--- src/rtl/otter_fetch_queue_if.sv ---
// Fetch/decode/memory signal bundle for otter_fetch_queue.
// The queue side uses the master modport and its environment uses the slave modport.
interface otter_fetch_queue_if #(
    parameter int XLEN  = 32,
    parameter int DEPTH = 4
);
    localparam int CW = $clog2(DEPTH + 1);

    logic            REDIRECT;
    logic [XLEN-1:0] REDIRECT_PC;
    logic            MEM_RDEN1;
    logic [XLEN-1:0] FETCH_PC;
    logic [31:0]     MEM_DOUT1;
    logic            DE_READY;
    logic            DE_VALID;
    logic [31:0]     DE_IR;
    logic [XLEN-1:0] DE_PC;
    logic [CW-1:0]   COUNT;

    modport master (
        input  REDIRECT, REDIRECT_PC, MEM_DOUT1, DE_READY,
        output MEM_RDEN1, FETCH_PC, DE_VALID, DE_IR, DE_PC, COUNT
    );

    modport slave (
        output REDIRECT, REDIRECT_PC, MEM_DOUT1, DE_READY,
        input  MEM_RDEN1, FETCH_PC, DE_VALID, DE_IR, DE_PC, COUNT
    );
endinterface

--- src/rtl/otter_fetch_queue.sv ---
// Instruction fetch queue: issues sequential reads, buffers {IR, PC} in a circular FIFO
// and hands the head to decode. A redirect flushes the queue and any response in flight.
module otter_fetch_queue #(
    parameter int              DEPTH    = 4,
    parameter int              XLEN     = 32,
    parameter logic [XLEN-1:0] RESET_PC = {XLEN{1'b0}}
) (
    input  logic                CLK,
    input  logic                RESET,
    otter_fetch_queue_if.master bus
);
    localparam int PW = $clog2(DEPTH);
    localparam int CW = $clog2(DEPTH + 1);

    logic [CW-1:0]   count_q, count_d;
    logic [PW-1:0]   rd_ptr_q, rd_ptr_d;
    logic [PW-1:0]   wr_ptr_q, wr_ptr_d;
    logic            inflight_q, inflight_d;
    logic [XLEN-1:0] req_pc_q, req_pc_d;
    logic [XLEN-1:0] fetch_pc_q, fetch_pc_d;

    logic [31:0]     ir_mem [DEPTH];
    logic [XLEN-1:0] pc_mem [DEPTH];

    logic            pop_s;
    logic            push_s;
    logic            rden_s;
    logic [CW:0]     occupancy_s;

    // Handshake decisions; an in-flight response reserves a slot so the queue cannot overflow.
    always_comb begin
        pop_s       = (count_q != {CW{1'b0}}) && bus.DE_READY && !bus.REDIRECT;
        push_s      = inflight_q && !bus.REDIRECT;
        occupancy_s = (CW+1)'(count_q) + (CW+1)'(inflight_q) - (CW+1)'(pop_s);
        rden_s      = !RESET && !bus.REDIRECT && (occupancy_s < (CW+1)'(DEPTH));
    end

    // Next-state for queue bookkeeping and the fetch address.
    always_comb begin
        count_d    = count_q;
        rd_ptr_d   = rd_ptr_q;
        wr_ptr_d   = wr_ptr_q;
        inflight_d = inflight_q;
        req_pc_d   = req_pc_q;
        fetch_pc_d = fetch_pc_q;
        if (bus.REDIRECT) begin
            count_d    = {CW{1'b0}};
            rd_ptr_d   = {PW{1'b0}};
            wr_ptr_d   = {PW{1'b0}};
            inflight_d = 1'b0;
            fetch_pc_d = bus.REDIRECT_PC & {{(XLEN-2){1'b1}}, 2'b00};
        end else begin
            count_d    = count_q + CW'(push_s) - CW'(pop_s);
            rd_ptr_d   = rd_ptr_q + PW'(pop_s);
            wr_ptr_d   = wr_ptr_q + PW'(push_s);
            inflight_d = rden_s;
            if (rden_s) begin
                req_pc_d   = fetch_pc_q;
                fetch_pc_d = fetch_pc_q + XLEN'(32'd4);
            end else begin
                req_pc_d   = req_pc_q;
                fetch_pc_d = fetch_pc_q;
            end
        end
    end

    // Control state registers.
    always_ff @(posedge CLK or posedge RESET) begin
        if (RESET) begin
            count_q    <= {CW{1'b0}};
            rd_ptr_q   <= {PW{1'b0}};
            wr_ptr_q   <= {PW{1'b0}};
            inflight_q <= 1'b0;
            req_pc_q   <= {XLEN{1'b0}};
            fetch_pc_q <= RESET_PC;
        end else begin
            count_q    <= count_d;
            rd_ptr_q   <= rd_ptr_d;
            wr_ptr_q   <= wr_ptr_d;
            inflight_q <= inflight_d;
            req_pc_q   <= req_pc_d;
            fetch_pc_q <= fetch_pc_d;
        end
    end

    // Entry storage; contents are never visible unless counted valid, so no reset is needed.
    always_ff @(posedge CLK) begin
        if (push_s) begin
            ir_mem[wr_ptr_q] <= bus.MEM_DOUT1;
            pc_mem[wr_ptr_q] <= req_pc_q;
        end
    end

    assign bus.MEM_RDEN1 = rden_s;
    assign bus.FETCH_PC  = fetch_pc_q;
    assign bus.COUNT     = count_q;
    assign bus.DE_VALID  = (count_q != {CW{1'b0}});
    assign bus.DE_IR     = (count_q != {CW{1'b0}}) ? ir_mem[rd_ptr_q] : 32'h0000_0000;
    assign bus.DE_PC     = (count_q != {CW{1'b0}}) ? pc_mem[rd_ptr_q] : {XLEN{1'b0}};
endmodule
--- src/flat_wrapper.sv ---
// flat-port wrapper written by rule: the top's interface ports become plain ports
module otter_fetch_queue_flat 
#(
    parameter int              DEPTH    = 4,
    parameter int              XLEN     = 32,
    parameter logic [XLEN-1:0] RESET_PC = {XLEN{1'b0}}
)
  (CLK, RESET, bus_REDIRECT, bus_REDIRECT_PC, bus_MEM_DOUT1, bus_DE_READY, bus_MEM_RDEN1, bus_FETCH_PC, bus_DE_VALID, bus_DE_IR, bus_DE_PC, bus_COUNT);
  otter_fetch_queue_if #(.XLEN(XLEN), .DEPTH(DEPTH)) bus_i ();
  input  logic CLK;
  input  logic RESET;
  input wire logic [$bits(bus_i.REDIRECT)-1:0] bus_REDIRECT;
  input wire logic [$bits(bus_i.REDIRECT_PC)-1:0] bus_REDIRECT_PC;
  input wire logic [$bits(bus_i.MEM_DOUT1)-1:0] bus_MEM_DOUT1;
  input wire logic [$bits(bus_i.DE_READY)-1:0] bus_DE_READY;
  output wire logic [$bits(bus_i.MEM_RDEN1)-1:0] bus_MEM_RDEN1;
  output wire logic [$bits(bus_i.FETCH_PC)-1:0] bus_FETCH_PC;
  output wire logic [$bits(bus_i.DE_VALID)-1:0] bus_DE_VALID;
  output wire logic [$bits(bus_i.DE_IR)-1:0] bus_DE_IR;
  output wire logic [$bits(bus_i.DE_PC)-1:0] bus_DE_PC;
  output wire logic [$bits(bus_i.COUNT)-1:0] bus_COUNT;
  assign bus_i.REDIRECT = bus_REDIRECT;
  assign bus_i.REDIRECT_PC = bus_REDIRECT_PC;
  assign bus_i.MEM_DOUT1 = bus_MEM_DOUT1;
  assign bus_i.DE_READY = bus_DE_READY;
  assign bus_MEM_RDEN1 = bus_i.MEM_RDEN1;
  assign bus_FETCH_PC = bus_i.FETCH_PC;
  assign bus_DE_VALID = bus_i.DE_VALID;
  assign bus_DE_IR = bus_i.DE_IR;
  assign bus_DE_PC = bus_i.DE_PC;
  assign bus_COUNT = bus_i.COUNT;
  otter_fetch_queue #(.DEPTH(DEPTH), .XLEN(XLEN), .RESET_PC(RESET_PC)) u_core (.CLK(CLK), .RESET(RESET), .bus(bus_i));
endmodule
--- config.mk ---
export PLATFORM = sky130hd
export DESIGN_NAME = otter_fetch_queue_flat
export DESIGN_NICKNAME = d
export VERILOG_FILES = /design/src/rtl/otter_fetch_queue_if.sv /design/src/rtl/otter_fetch_queue.sv /design/src/flat_wrapper.sv
export SDC_FILE = /design/constraint.sdc
export NUM_CORES = 1
export LEC_CHECK = 0
export BUFFER_PORTS_ARGS = -buffer_cell sky130_fd_sc_hd__buf_2
export CAP_MARGIN = 20
export CORE_MARGIN = 5
export CORE_UTILIZATION = 49
export CTS_CLUSTER_SIZE = 28
export DETAILED_ROUTE_END_ITERATION = 6
export HOLD_SLACK_MARGIN = 0.03
export MAX_ROUTING_LAYER = met4
export PLACE_DENSITY_LB_ADDON = 0.3
export SLEW_MARGIN = 25
export SYNTH_ARGS = -nofsm -noshare
export SYNTH_HDL_FRONTEND = slang
export SYNTH_SLANG_ARGS = --single-unit
--- constraint.sdc ---
create_clock -name CLK -period 6.7 [get_ports CLK]
set_input_delay 0.67 -clock CLK [delete_from_list [all_inputs] [get_ports CLK]]
set_output_delay 0.67 -clock CLK [all_outputs]
set_load 0.005 [all_outputs]
== Yosys cells after proc, flatten, opt, wreduce, memory -nomap -nowiden ==
Memory sizes are Yosys's and may differ from the RTL's.
Index checks and enable logic that the tools add are counted.

* Flip-flop bits (word level): 72
* Bits in writable memories: 256
* Input port bits: 68
* Output and inout bits: 101
* Word-level logic and storage cells: 37
* Memories: 2

* $add $sub $neg: 7
* $lt $le $gt $ge: 1
* Mux-type cells: 10
* Bitwise gates (word level): 1
* Reductions and logical operators: 10

{| class="wikitable"
|+ Memory list
! name !! depth !! bits a word !! rd ports !! clocked after memory_dff !! wr ports !! line !! RTL
|-
| u_core.ir_mem || 4 || 32 || 1 || 0 || 1 || otter_fetch_queue.sv:22 || <nowiki>logic [31:0] ir_mem [DEPTH];</nowiki>
|-
| u_core.pc_mem || 4 || 32 || 1 || 0 || 1 || otter_fetch_queue.sv:23 || <nowiki>logic [XLEN-1:0] pc_mem [DEPTH];</nowiki>
|}

{| class="wikitable"
|+ Operator list
! cell !! number
|-
| 2-to-1 mux 32 bit || 4
|-
| adder 32 x 3 -> 32 bit (second input constant) || 1
|-
| logical AND 1 bit || 5
|-
| adder 2 x 1 -> 2 bit || 2
|-
| adder 3 x 1 -> 4 bit || 1
|-
| < comparator 4 x 3 -> 1 bit (second input constant) || 1
|-
| 2-to-1 mux 2 bit || 2
|-
| subtractor 4 x 1 -> 4 bit || 1
|-
| adder 3 x 1 -> 3 bit || 1
|-
| 2-to-1 mux 1 bit || 3
|-
| 2-to-1 mux 3 bit || 1
|-
| nonzero test 3 bit || 1
|-
| subtractor 3 x 1 -> 3 bit || 1
|-
| zero test 1 bit || 2
|-
| AND reduction 2 bit || 1
|-
| nonzero test 2 bit || 1
|-
| inverter 1 bit || 1
|}

== Depth between registers and ports, before layout ==
* Depth after elaboration: 8
* Gate-level depth with buffers: 13

== Worst setup path after synthesis ==
Ideal clock, no wire load.

* Path type: input to register
* Start: input bus_REDIRECT
* End: memory u_core.ir_mem[0][0] (enable)
* Setup time: 0.571 ns
* Arrival time: 5.685 ns
* Required time: 6.129 ns
* Setup slack: 0.445 ns
* Stages on the path: 3
* Path buffers: 1
* Cells stage by stage: clkbuf_1 nor2b_1 nor3b_1

* Word-level cells in the longest chain between the ends: 4

{| class="wikitable"
|+ Ends and longest elaborated chain
! item !! line !! RTL
|-
| start, declared || flat_wrapper.sv:12 || <nowiki>input wire logic [$bits(bus_i.REDIRECT)-1:0] bus_REDIRECT;</nowiki>
|-
| zero test 1 bit || otter_fetch_queue.sv:33 || <nowiki>push_s = inflight_q && !bus.REDIRECT;</nowiki>
|-
| logical AND 1 bit || otter_fetch_queue.sv:33 ||
|-
| 2-to-1 mux 1 bit || otter_fetch_queue.sv:88 || <nowiki>if (push_s) begin</nowiki>
|-
| 2-to-1 mux 1 bit (implied by the code) || otter_fetch_queue.sv:89 || <nowiki>ir_mem[wr_ptr_q] <= bus.MEM_DOUT1;</nowiki>
|-
| end, declared || otter_fetch_queue.sv:22 ||
|}

Every way passes these cells.

== Worst setup path in the final report ==
* Start: register u_core.count_q[1] (netlist: u_core.bus.COUNT[1])
* End: output bus_MEM_RDEN1

* Word-level cells in the longest chain between the ends: 6

{| class="wikitable"
|+ Ends and longest elaborated chain
! item !! line !! RTL
|-
| start, declared || otter_fetch_queue.sv:15 || <nowiki>logic [CW-1:0] count_q, count_d;</nowiki>
|-
| start signal, assigned || otter_fetch_queue.sv:70 || <nowiki>count_q <= {CW{1'b0}};</nowiki>
|-
| start signal, assigned || otter_fetch_queue.sv:77 || <nowiki>count_q <= count_d;</nowiki>
|-
| branches (longest 3 deep; another with adder 3 x 1 -> 4 bit) || - ||
|-
| subtractor 4 x 1 -> 4 bit (*) || otter_fetch_queue.sv:34 || <nowiki>occupancy_s = (CW+1)'(count_q) + (CW+1)'(inflight_q) - (CW+1)'(pop_s);</nowiki>
|-
| < comparator 4 x 3 -> 1 bit (*) || otter_fetch_queue.sv:35 || <nowiki>rden_s = !RESET && !bus.REDIRECT && (occupancy_s < (CW+1)'(DEPTH));</nowiki>
|-
| logical AND 1 bit (*) || otter_fetch_queue.sv:35 ||
|-
| end, declared || flat_wrapper.sv:16 || <nowiki>output wire logic [$bits(bus_i.MEM_RDEN1)-1:0] bus_MEM_RDEN1;</nowiki>
|}

Every way passes the cells marked *.

==> key figures <==
Outcome
  • Status: completed

Detailed routing
  • DRT Pass-1 Iters: 4
  • Initial DRC count: between 400 and 500
  • Vias per inst: about 5.5
  • Post-DRT Antenna Nets: 0
  • Routed vias: a little under 7000
  • Routed Wire Length: 24800 µm
  • Drt wl/cell: roughly 20 µm
  • Post-route DRC: 0

Floorplanning
  • Num rows: 59
  • Die Y: between 150 and 200 µm
  • Total core area: 0.0259 mm²
  • Die width: about 170 µm
  • Initial Util: around half
  • IO Pins: 169
  • Die footprint: slightly below 0.03 mm²

CTS
  • Clock slew at reported path FFs: around 0.06 ns
  • Clock buffer depth: 3
  • Postcts setup bufs: 0
  • CTS Buf Count: 34
  • CTS Hold Bufs: 0
  • Cts repair resizes: 0
  • H-Tree Depth: 2
  • CTS tree: yes
  • Clk_lat worst skew: about 0.5 ns
  • Root Driver: clkbuf_16
  • CTS Sinks: ~320

Final layout
  • Proportion of layout cells with a drive suffix above 1: roughly 37%
  • Final core occ: 58.3%
  • # nets final: 954
  • Synth-to-Final Area Change: 17.6%
  • Post-route cell area: approximately 0.015 mm²
  • # diodes: 0
  • Fin cells: ~1200
  • Commonest non-fill, non-tap cell in the layout: edfxtp_1
  • Filler instances: approximately 2000
  • Most frequent cells in the layout: edfxtp_1 (248), buf_2 (162), nor2b_1 (66), dfrtp_1 (66), mux4_2 (62)

Timing
  • RSZ-0062 raised after global routing: no
  • Max-slew violation count: 0
  • Fin. Hold Viols: 0
  • Endpoints failing setup: 0
  • Fin crit period: roughly 4.4 ns
  • Final setup TNS: 0 ns
  • Achievable clock frequency: 226 MHz
  • Worst-margin pin slew: between 1 and 1.5 ns
  • Skew final: about 0.02 ns
  • Period Utilization, post-route: 66.0%
  • Max-slew headroom: roughly 33%

Pwr
  • Sw frac: 26.5%
  • Pwr Total: 5.43 mW
  • Internal power: between 3 and 4 mW
  • Logic pwr share: a little under a fifth
  • Reg power frac: around half
  • Clock power share: 32.7%
  • Peak VDD IR: around 0.23 mV
  • Power Density: ~360 mW/mm²
  • Lkg Pwr: about 5.4 nW
  • Psw: roughly 1.4 mW

Worst setup path
  • Slowest cell on the critical path: or4b_4
  • Cell mode on critical path: ha_1
  • Worst-path cell chain: nor3_2, buf_4, nor3b_1, ha_1, inv_1, ha_1, and3b_1, or4b_4, a21oi_1, buf_2
  • CP Capture Type: output port
  • Worst endpoint required time: just over 6 ns
  • CP max FO: 64
  • Delay of the slowest critical-path stage: approximately 0.75 ns
  • Critical path type: reg -> out
  • CP arrival: roughly 3.8 ns
  • Setup crit start kind: flop

Logic synthesis
  • Post-synth EDFFs: 248
  • Ys async rst share: between 20 and 25%
  • Mapped Area: 0.0128 mm²
  • Netlist cell types: 45
  • Syn_area_per_cell: roughly 18 µm²
  • Post-Syn Instances: ~710
  • Synth warn: 0
  • #FFs+latches synth: 316
  • Post-synthesis sequential area ratio: between 70 and 80%
  • Main synth FF type: edfxtp_1

Placement
  • Placed cells: 1176
  • Placed cell areas: approximately 0.014 mm²
  • Hpwl dp: ~14000 µm
  • I/O Buffers: between 150 and 200
  • Placer congestion estimate: ~0.76

Hold path
  • Hold Crit Class: in -> reg

Global route
  • First-pass GRT wire length: roughly 40000 µm
  • GRT Total Usage: between 10% and 20%
  • Largest net degree at the start of global routing: a little under 80
  • Grt total ovfl: 0
  • Antenna violations before repair: 0
  • Vias in the first global route: 7015

Run
  • Max_cap viols: 0
## metrics by stage
step | setup slack, ns | hold slack (ns)
4_1_cts | 2.17 | 0.353
6_report | 2.28 | 0.375
2_1_floorplan | 0.445 | 0.469
3_5_place_dp | 2.23 | 0.508
5_1_grt | 2.02 | 0.371
3_3_place_gp | 2.26 | 0.494
## cells in the mapped netlist (2+ instances only)
| master | instances | area (µm²) |
|---|---|---|
| a2111oi_2 | 10 | 150 |
| a211oi_1 | 7 | 52.6 |
| a211oi_2 | 2 | 25.0 |
| a21oi_1 | 9 | 45.0 |
| a221o_1 | 3 | 30.0 |
| and3_1 | 4 | 25.0 |
| and3b_1 | 2 | 17.5 |
| and4_1 | 3 | 26.3 |
| buf_2 | 13 | 65.1 |
| buf_4 | 4 | 30.0 |
| clkbuf_1 | 22 | 82.6 |
| dfrtp_1 | 68 | 1700 |
| edfxtp_1 | 248 | 7450 |
| ha_1 | 7 | 87.6 |
| inv_1 | 12 | 45.0 |
| mux2_1 | 2 | 22.5 |
| mux2_2 | 29 | 327 |
| mux4_2 | 62 | 1400 |
| nand2_1 | 37 | 139 |
| nand3_1 | 7 | 35.0 |
| nand4_1 | 4 | 25.0 |
| nor2_1 | 9 | 33.8 |
| nor2b_1 | 66 | 413 |
| nor3b_1 | 5 | 37.5 |
| o21ai_0 | 2 | 10.0 |
| o21ai_1 | 24 | 120 |
| xnor2_1 | 28 | 245 |
| xor2_1 | 2 | 17.5 |
## worst max-delay path: cells and delay by family (launching register included)
| kind | cells | cell delay [ns] |
|---|---|---|
| buffers and inverters | 3 | 0.82 |
| AOI/OAI and AO/OA | 1 | 0.21 |
| adders and majority gates | 2 | 0.47 |
| DFF | 1 | 0.45 |
| and+or+nand+nor | 4 | 1.29 |
## area by class of cell
type	instances	area [µm²]	area share [%]
multi-input combinational	342	3520	23.3
sequential	316	9150	60.6
clock buffer	50	952	6.30
timing repair buffer	172	906	6.00
inverter	12	45.0	0.298
tap	335	419	2.78
clock inverter	10	106	0.704
## worst paths after layout
kind | from | endpoint | slack (ns) | cells after the start
max | u_core.bus.COUNT[1] | bus_MEM_RDEN1 | 2.28 | 10
min | bus_REDIRECT_PC[2] | u_core.bus.FETCH_PC[2] | 0.37 | 3
max reg2reg | u_core.bus.COUNT[1] | u_core.req_pc_q[4] | 2.56 | 11
min reg2reg | u_core.req_pc_q[2] | u_core.pc_mem[2][2] | 0.51 | 0
max in group asynchronous | RESET | u_core.rd_ptr_q[0] | 5.56 | 3
min in group asynchronous | RESET | u_core.bus.FETCH_PC[12] | 0.49 | 3
## kinds of logic after synthesis
kind of cell | after synthesis | synth area share [%]
xor+xnor | 30 | 2.05
fa+ha+maj | 8 | 0.838
compound gates | 60 | 3.73
buf+inv | 53 | 1.85
other cells | 1 | 0.0292
flops | 316 | 71.2
simple gates | 146 | 6.60
mux | 94 | 13.7
## layer usage
layer / global-route usage (%) / vias to the layer above / wire length, µm
li1: - / 3091 / -
met1: 25.0 / 3450 / 11200
met2: 27.1 / 208 / 11700
met3: 3.25 / 36 / 1500
met4: 3.83 / 0 / 391
met5: - / - / 0
## state kept, by name, indices dropped and copies added (netlist names)
register / count
u_core.ir_mem: 128
u_core.req_pc_q: 30
u_core.pc_mem: 120
u_core.bus.FETCH_PC: 30
u_core.bus.COUNT: 3
u_core.wr_ptr_q: 2
u_core.inflight_q: 1
u_core.rd_ptr_q: 2
## power by group through the flow
| stage | clock network, mW | logic, mW | registers [mW] |
|---|---|---|---|
| after floorplan | 0 | 0.675 | 2.57 |
| after detailed placement | 0 | 1.05 | 2.67 |
| after global placement | 0 | 1.03 | 2.65 |
| final | 1.77 | 1.02 | 2.63 |
| after global routing | 1.90 | 1.14 | 2.67 |
| after CTS | 1.82 | 1.05 | 2.63 |
No activity file was read; power rests on OpenSTA's default activity.
